$ cat src/rtl/pipe_adder_pkg.sv
// Shared definitions for the segmented pipelined adder: default geometry,
// the stage-count helper and the stage-carry vector type.
package pipe_adder_pkg;

  localparam int DEF_WIDTH = 32;
  localparam int DEF_SEG   = 8;

  // Number of pipeline stages needed to cover a width-bit add in seg-bit slices.
  function automatic int seg_count(input int width, input int seg);
    return width / seg;
  endfunction

  // One carry bit per stage boundary for the default geometry.
  typedef logic [DEF_WIDTH/DEF_SEG-1:0] stage_carry_t;

endpackage

$ cat src/rtl/seg_add_stage.sv
// One stage of the skewed adder pipeline. Stage IDX adds its own SEG-bit
// slice using the carry handed over by the previous stage. Slices above IDX
// pass through untouched as operand bits. Slices below IDX are already
// finished sum bits and are also passed through.
module seg_add_stage
  import pipe_adder_pkg::*;
#(
  parameter int WIDTH = DEF_WIDTH,
  parameter int SEG   = DEF_SEG,
  parameter int IDX   = 0
) (
  input  logic             clk,
  input  logic             rst_n,
  input  logic             up_valid,
  output logic             up_ready,
  input  logic [WIDTH-1:0] up_a,
  input  logic [WIDTH-1:0] up_b,
  input  logic [WIDTH-1:0] up_s,
  input  logic             up_c,
  input  logic             dn_ready,
  output logic             valid,
  output logic [WIDTH-1:0] a_q,
  output logic [WIDTH-1:0] b_q,
  output logic [WIDTH-1:0] s_q,
  output logic             c_q
);

  logic [SEG:0]     seg_sum;
  logic [WIDTH-1:0] s_next;
  logic             load;

  // The register can take new data when it is empty or when its current
  // contents move on this cycle.
  assign up_ready = !valid || dn_ready;
  assign load     = up_ready && up_valid;

  // Slice add with carry-in, merged into the partially finished sum word.
  always_comb begin
    seg_sum = {1'b0, up_a[IDX*SEG +: SEG]} + {1'b0, up_b[IDX*SEG +: SEG]}
              + {{SEG{1'b0}}, up_c};
    s_next  = up_s;
    s_next[IDX*SEG +: SEG] = seg_sum[SEG-1:0];
  end

  // Stage register. A bubble from upstream is absorbed whenever the slot frees up.
  always_ff @(posedge clk or negedge rst_n) begin
    if (!rst_n) begin
      valid <= 1'b0;
      a_q   <= '0;
      b_q   <= '0;
      s_q   <= '0;
      c_q   <= 1'b0;
    end else begin
      if (up_ready) valid <= up_valid;
      if (load) begin
        a_q <= up_a;
        b_q <= up_b;
        s_q <= s_next;
        c_q <= seg_sum[SEG];
      end
    end
  end

endmodule

$ cat src/rtl/pipe_seg_adder.sv
// Pipelined WIDTH-bit adder built from WIDTH/SEG slice stages with a
// valid/ready stream on both sides. The last stage register drives the outputs
// directly.
// Optional: define PIPE_SEG_ADDER_OVF_EN to add the signed-overflow output ovf.
module pipe_seg_adder
  import pipe_adder_pkg::*;
#(
  parameter int WIDTH = DEF_WIDTH,
  parameter int SEG   = DEF_SEG
) (
  input  logic             clk,
  input  logic             rst_n,
  input  logic             in_valid,
  output logic             in_ready,
  input  logic [WIDTH-1:0] a,
  input  logic [WIDTH-1:0] b,
  input  logic             cin,
  output logic             out_valid,
  input  logic             out_ready,
  output logic [WIDTH-1:0] sum,
  output logic             cout
`ifdef PIPE_SEG_ADDER_OVF_EN
  ,
  output logic             ovf
`endif
);

  localparam int STAGES = seg_count(WIDTH, SEG);

  if ((WIDTH % SEG) != 0) begin : g_seg_check
    $error("pipe_seg_adder: WIDTH must be a multiple of SEG");
  end

  // Index 0 is the operand input; index k+1 is the register of stage k.
  logic [WIDTH-1:0] a_st [STAGES+1];
  logic [WIDTH-1:0] b_st [STAGES+1];
  logic [WIDTH-1:0] s_st [STAGES+1];
  logic [STAGES:0]  c_st;
  logic [STAGES:0]  v_st;

  assign a_st[0] = a;
  assign b_st[0] = b;
  assign s_st[0] = '0;
  assign c_st[0] = cin;
  assign v_st[0] = in_valid;

  // Ready flows backwards stage by stage, so each stage keeps its own ready
  // signal rather than sharing one vector across the chain.
  for (genvar k = 0; k < STAGES; k++) begin : g_stage
    logic rdy;
    logic dn_rdy;

    if (k == STAGES-1) begin : g_last
      assign dn_rdy = out_ready;
    end else begin : g_mid
      assign dn_rdy = g_stage[k+1].rdy;
    end

    seg_add_stage #(
      .WIDTH (WIDTH),
      .SEG   (SEG),
      .IDX   (k)
    ) u_stage (
      .clk      (clk),
      .rst_n    (rst_n),
      .up_valid (v_st[k]),
      .up_ready (rdy),
      .up_a     (a_st[k]),
      .up_b     (b_st[k]),
      .up_s     (s_st[k]),
      .up_c     (c_st[k]),
      .dn_ready (dn_rdy),
      .valid    (v_st[k+1]),
      .a_q      (a_st[k+1]),
      .b_q      (b_st[k+1]),
      .s_q      (s_st[k+1]),
      .c_q      (c_st[k+1])
    );
  end

  assign in_ready  = g_stage[0].rdy;
  assign out_valid = v_st[STAGES];
  assign sum       = s_st[STAGES];
  assign cout      = c_st[STAGES];

`ifdef PIPE_SEG_ADDER_OVF_EN
  // Carry into the MSB is recovered from the held operand and sum bits, so ovf
  // is a pure function of the output register and holds with it.
  assign ovf = a_st[STAGES][WIDTH-1] ^ b_st[STAGES][WIDTH-1]
             ^ s_st[STAGES][WIDTH-1] ^ c_st[STAGES];
`endif

endmodule

$ cat config.mk
export PLATFORM = sky130hd
export DESIGN_NAME = pipe_seg_adder
export DESIGN_NICKNAME = d
export VERILOG_FILES = /design/src/rtl/pipe_adder_pkg.sv /design/src/rtl/seg_add_stage.sv /design/src/rtl/pipe_seg_adder.sv
export SDC_FILE = /design/constraint.sdc
export NUM_CORES = 1
export LEC_CHECK = 0
export BUFFER_PORTS_ARGS = -buffer_cell sky130_fd_sc_hd__buf_2
export CELL_PAD_IN_SITES_DETAIL_PLACEMENT = 1
export CELL_PAD_IN_SITES_GLOBAL_PLACEMENT = 1
export CORE_MARGIN = 4
export CORE_UTILIZATION = 45
export DETAILED_ROUTE_END_ITERATION = 10
export GPL_TIMING_DRIVEN = 0
export PLACE_DENSITY_LB_ADDON = 0.12
export SLEW_MARGIN = 20
export SYNTH_ARGS = -nofsm -noshare
export SYNTH_HDL_FRONTEND = slang
export SYNTH_SLANG_ARGS = --single-unit
$ cat constraint.sdc
create_clock -name clk -period 2.69 [get_ports clk]
set_input_delay 0.1345 -clock clk [delete_from_list [all_inputs] [get_ports clk]]
set_output_delay 0.1345 -clock clk [all_outputs]
set_load 0.01 [all_outputs]
-- After elaboration in Yosys (flattened, before gate mapping)
Cells that the tools add are included.
- bits in registers: 280
- output and inout port bits: 35
- input bits: 69
- logic and storage cells: 38
- $add $sub $neg: 8
- reduce and logical (&&, ||, !) cells: 12
- operator list (kind ; count):
    $add A8 B8 Y9 ; 4
    $add A9 B1 Y9 ; 4
    $logic_and A1 B1 Y1 ; 4
    $logic_not A1 Y1 ; 4
    $logic_or A1 B1 Y1 ; 4

-- Longest topological paths before layout
- depth in word-level cells: 6
- gate-level depth with buffers: 7
- mapped depth without buffers: 7

-- Hierarchy
A second synthesis with hierarchy kept.
- cells, all modules: 1802
- area total of the unflattened synthesis: 16234.3 µm²
- by module, submodules not included (module ; area an instance (µm²) ; instances ; sequential area each (µm²) ; cells an instance):
    seg_add_stage (g_stage[3].u_stage) ; 4106.4 ; 1 ; 2452.4 ; 453
    seg_add_stage (g_stage[1].u_stage) ; 4105.2 ; 1 ; 2452.4 ; 453
    seg_add_stage (g_stage[0].u_stage) ; 4052.6 ; 1 ; 2452.4 ; 453
    seg_add_stage (g_stage[2].u_stage) ; 3966.3 ; 1 ; 2452.4 ; 442
    pipe_seg_adder ; 3.8 ; 1 ; 0.0 ; 1

-- Worst setup path before layout
OpenSTA, ideal clock, no wires.
- path type: register to register
- from: reg g_stage[2].u_stage.a_q[24]
- to: reg g_stage[3].u_stage.c_q
- data arrival time: 2.096 ns
- data required time: 2.566 ns
- cell stages (with the launch flop): 7
- path slack: 0.470 ns
- setup time: 0.124 ns
- period minus slack after synthesis: 2.220 ns
- buffers on the path: 0
- cells stage by stage: dfrtp_1 > fa_1 > fa_1 > a21oi_1 > o21ai_0 > o221a_2 > o31a_1
- longest elaborated chain between the ends: 2
- RTL lines (what ; RTL line ; RTL):
    start: declaration ; seg_add_stage.sv:22 ; output logic [WIDTH-1:0] a_q,
    start signal: assignment ; seg_add_stage.sv:56 ; a_q <= up_a;
    $add A8 B8 Y9 ; seg_add_stage.sv:39 ; seg_sum = {1'b0, up_a[IDX*SEG +: SEG]} + {1'b0, up_b[IDX*SEG +: SEG]}
    $add A9 B1 Y9 ; seg_add_stage.sv:40 ; + {{SEG{1'b0}}, up_c};
    end signal: assignment ; seg_add_stage.sv:59 ; c_q <= seg_sum[SEG];
    end: declaration ; seg_add_stage.sv:25 ; output logic c_q
No other way between the ends.
A chain may end at the register's enable or synchronous reset.

-- Worst setup path in the final report
- from: reg g_stage[1].u_stage.a_q[16]
- to: reg g_stage[2].u_stage.c_q
- longest elaborated chain between the ends: 2
- RTL lines (what ; RTL line):
    start: declaration ; seg_add_stage.sv:22
    start signal: assignment ; seg_add_stage.sv:56
    $add A8 B8 Y9 ; seg_add_stage.sv:39
    $add A9 B1 Y9 ; seg_add_stage.sv:40
    end signal: assignment ; seg_add_stage.sv:59
    end: declaration ; seg_add_stage.sv:25
No other way between the ends.

==> run_results.csv <==
group,metric,value,unit
synthesis,netlist_instances,817,
place,gp_congestion,0.8392,
power,p_sw,0.003197,W
timing,slew_violations,0,
cells_and_area,fin_area,0.01019,mm²
place,numPortBuffers,103,
synthesis,ys_async_sr_fraction,1.000,
cells_and_area,n_antenna_cell,0,
synthesis,synth_fp_nets,922,
synthesis,synth_cell_types,59,
power,p_leak,5.212,nW
grt,grt_usage,0.2269,
cts,h-tree-depth,4,
power,ir_drop,0.0005402,V
die,io_pins,104,
cells_and_area,syn_to_final_growth,23.81,%
timing,fin_crit_sh,0.9795,
cells_and_area,regArea,0.004604,mm²
timing,post-route-min-period,2.635,ns
detailed_routing,wl_per_cell,17.84,µm
cells_and_area,final_common_cell,"nand2_1",
outcome,outcome,"complete, no violations",
worst_setup_path,path_class,"register to register",
detailed_routing,dr.pass1.iters,4,
die,chipHeight,143.2,µm
worst_setup_path,reg2reg_to,"g_stage[2].u_stage.c_q",
worst_setup_path,crit_path_end_kind,"register",
synthesis,synth_edf_count,0,
timing,holdWs,0.09990,ns
cells_and_area,layout-drive-gt1-share,0.2122,
cts,cts_setup_buffers,0,
synthesis,synth-seq-cells,184,
worst_setup_path,reg2reg_setup_slack,0.06,ns
power,p_comb_frac,0.296,
timing,fmax,379.5,MHz
power,p_per_area,931.9,mW/mm²
worst_setup_path,crit_path_start_kind,"register",
run,drv_cap,0,
cells_and_area,most-common-layout-cells,"nand2_1, dfrtp_1, buf_2, dlygate4sd3_1, mux2_2",
worst_setup_path,worstPathRequired,3.01,ns
synthesis,syn_area,0.008228,mm²
cts,numCtsBuffers,17,
cells_and_area,multiInputGateArea,0.003432,mm²
grt,grt_pass1_wl,36.57,mm
power,internal_power,0.006296,W
detailed_routing,route.detailed.drc,0,
detailed_routing,vias,6397,
grt,grt_remaining_overflow,0,
cells_and_area,fin_util,0.5671,
worst_setup_path,rr_startpoint,"g_stage[1].u_stage.a_q[16]",
grt,antenna_found_initial,0,
synthesis,synthFlopType,"dfrtp_1",
power,clock_power_share,0.263,
cts,tritoncts,"built",
worst_hold_path,hold_path_class,"primary input to register",
cells_and_area,nets,1096,
worst_hold_path,hold_path_depth,3,
cts,root_buffer,"clkbuf_16",
cts,clockBufferDepth,2,
cts,clk-insertion-delay-late,0.43,ns
detailed_routing,routed_via_density,5.188,
cells_and_area,fillers,2015,
place,placed_cell_area,0.009095,mm²
timing,relSlewSlack,0.6591,
worst_setup_path,reg2regPathDepth,6,
grt,grt_max_degree,79,
timing,grt_setup_unrepaired,"no",
power,sw_frac_of_total,0.3367,
die,core-area,0.01796,mm²
synthesis,yosys_warnings,0,
worst_setup_path,crit_arrival,2.95,ns
die,dieArea,0.02051,mm²
cts,clock_sinks,184,
synthesis,synth.avg_cell_area,10.07,µm²
worst_setup_path,crit_start,"g_stage[1].u_stage.a_q[16]",
timing,report.final.setup_viol,0,
power,pwr-share-seq,0.441,
die,dieWidth,143.2,µm
synthesis,synth-seq-area-share,0.5596,
detailed_routing,ant_nets,0,
die,rows,49,
timing,hold_viol,0,
die,start_util,0.4580,
grt,grt_pass1_vias,7066,
timing,finClkSkew,0.009937,ns
worst_setup_path,crit_fanout,3,
worst_hold_path,min_to,"g_stage[3].u_stage.valid",
timing,tns,0,ns
cts,clk_pin_slew_worst_paths,0.07,ns
detailed_routing,routed_wl,22.00,mm
timing,tightest_slew,0.5114,ns
detailed_routing,drtIter0Drc,260,
worst_hold_path,hp-start,"out_ready",
place,hpwl,15.45,mm
## flip-flops by register name, summed over array words and instances (netlist names)
register	count
g_stage.u_stage.s_q	80
g_stage.u_stage.a_q	48
g_stage.u_stage.b_q	48
g_stage.u_stage.c_q	4
g_stage.u_stage.valid	4
## per-layer routing
metal,global-route usage,vias to the layer above,wire length (µm)
li1,-,3088,-
met1,0.2931,3166,9733
met2,0.3961,121,11290
met3,0.03952,22,708
met4,0.06095,0,263
met5,0,-,0
## what timing repair did
action,CTS,global route
hold buffers,50,0
endpoints found under the hold margin,103,0
resized for setup,0,0
## cells by family after synthesis
logic type               share of synthesized area
XOR/XNOR                                  0.007451
adder cells (fa/ha/maj)                    0.06204
multiplexers                               0.05885
AO/OA/AOI/OAI                              0.08623
flip-flops                                  0.5596
AND/OR/NAND/NOR                             0.2026
buffers and inverters                      0.02326
## Yosys cell counts, types with 2 or more instances
cell type / n / share of area
a211o_1: 4 / 0.0043
a211oi_1: 8 / 0.0073
a21o_1: 5 / 0.0046
a21oi_1: 12 / 0.0073
and2_1: 2 / 0.0015
buf_2: 21 / 0.013
buf_4: 2 / 0.0018
clkbuf_1: 6 / 0.0027
dfrtp_1: 184 / 0.56
fa_1: 8 / 0.019
ha_1: 28 / 0.043
inv_1: 11 / 0.0050
mux2_1: 2 / 0.0027
mux2_2: 41 / 0.056
nand2_1: 356 / 0.16
nand2b_1: 4 / 0.0030
nand3_1: 5 / 0.0030
nand3b_1: 2 / 0.0018
nand4_1: 2 / 0.0015
nor2_1: 8 / 0.0036
nor2b_1: 5 / 0.0038
nor3_1: 5 / 0.0030
nor4b_1: 2 / 0.0021
o2111ai_1: 2 / 0.0021
o211ai_1: 8 / 0.0073
o21a_1: 9 / 0.0082
o21ai_0: 17 / 0.010
o22a_1: 2 / 0.0021
o311ai_0: 2 / 0.0021
o31a_1: 5 / 0.0053
o31ai_1: 7 / 0.0064
or2_2: 3 / 0.0023
or3_1: 4 / 0.0030
or4_1: 5 / 0.0046
xnor2_1: 3 / 0.0032
xor2_1: 4 / 0.0043
## worst max path at each step
| stage | to | slack [ns] | depth (start not counted) |
|---|---|---|---|
| after floorplan | g_stage[3].u_stage.c_q | 0.47 | 6 |
| after global routing | g_stage[2].u_stage.c_q | 0.002 | 6 |
| after global placement | g_stage[0].u_stage.s_q[7] | -1.34 | 1 |
| final | g_stage[2].u_stage.c_q | 0.06 | 6 |
| after CTS | g_stage[2].u_stage.c_q | 0.07 | 6 |
| after detailed placement | g_stage[1].u_stage.s_q[14] | 0.22 | 6 |
## area by class of cell
class,count,area share
Multi-Input combinational cell,591,0.3369
Tap cell,229,0.02813
Buffer,30,0.01437
Clock inverter,11,0.01191
Clock buffer,21,0.04618
Sequential cell,184,0.4520
Inverter,12,0.004422
Timing Repair Buffer,155,0.1061
## metrics by stage
stage          worst slack, ns  instances  total power (W)
2_1_floorplan           0.4699        817         0.005872
3_3_place_gp            -1.337       1149         0.006735
3_5_place_dp            0.2162       1151         0.006934
4_1_cts                0.07098       1233         0.009592
5_1_grt               0.002308       1233          0.01013
6_report               0.05511       1233         0.009493
## worst max-delay path, stage by stage, from the launching register on
cell and delay (ns):
dfrtp_1 0.40, fa_1 0.52, fa_1 0.45, a21oi_1 0.33
o21ai_0 0.22, o31a_1 0.31, o31a_1 0.29
## power groups by stage
stage	logic [W]	clock network, W	registers (W)
floorplan	0.00173	0	0.00414
CTS	0.00284	0.00255	0.00420
detailed placement	0.00270	0	0.00424
global placement	0.00255	0	0.00419
global route	0.00317	0.00267	0.00429
finish	0.00281	0.00250	0.00419
Power figures use the tool's default switching activity.
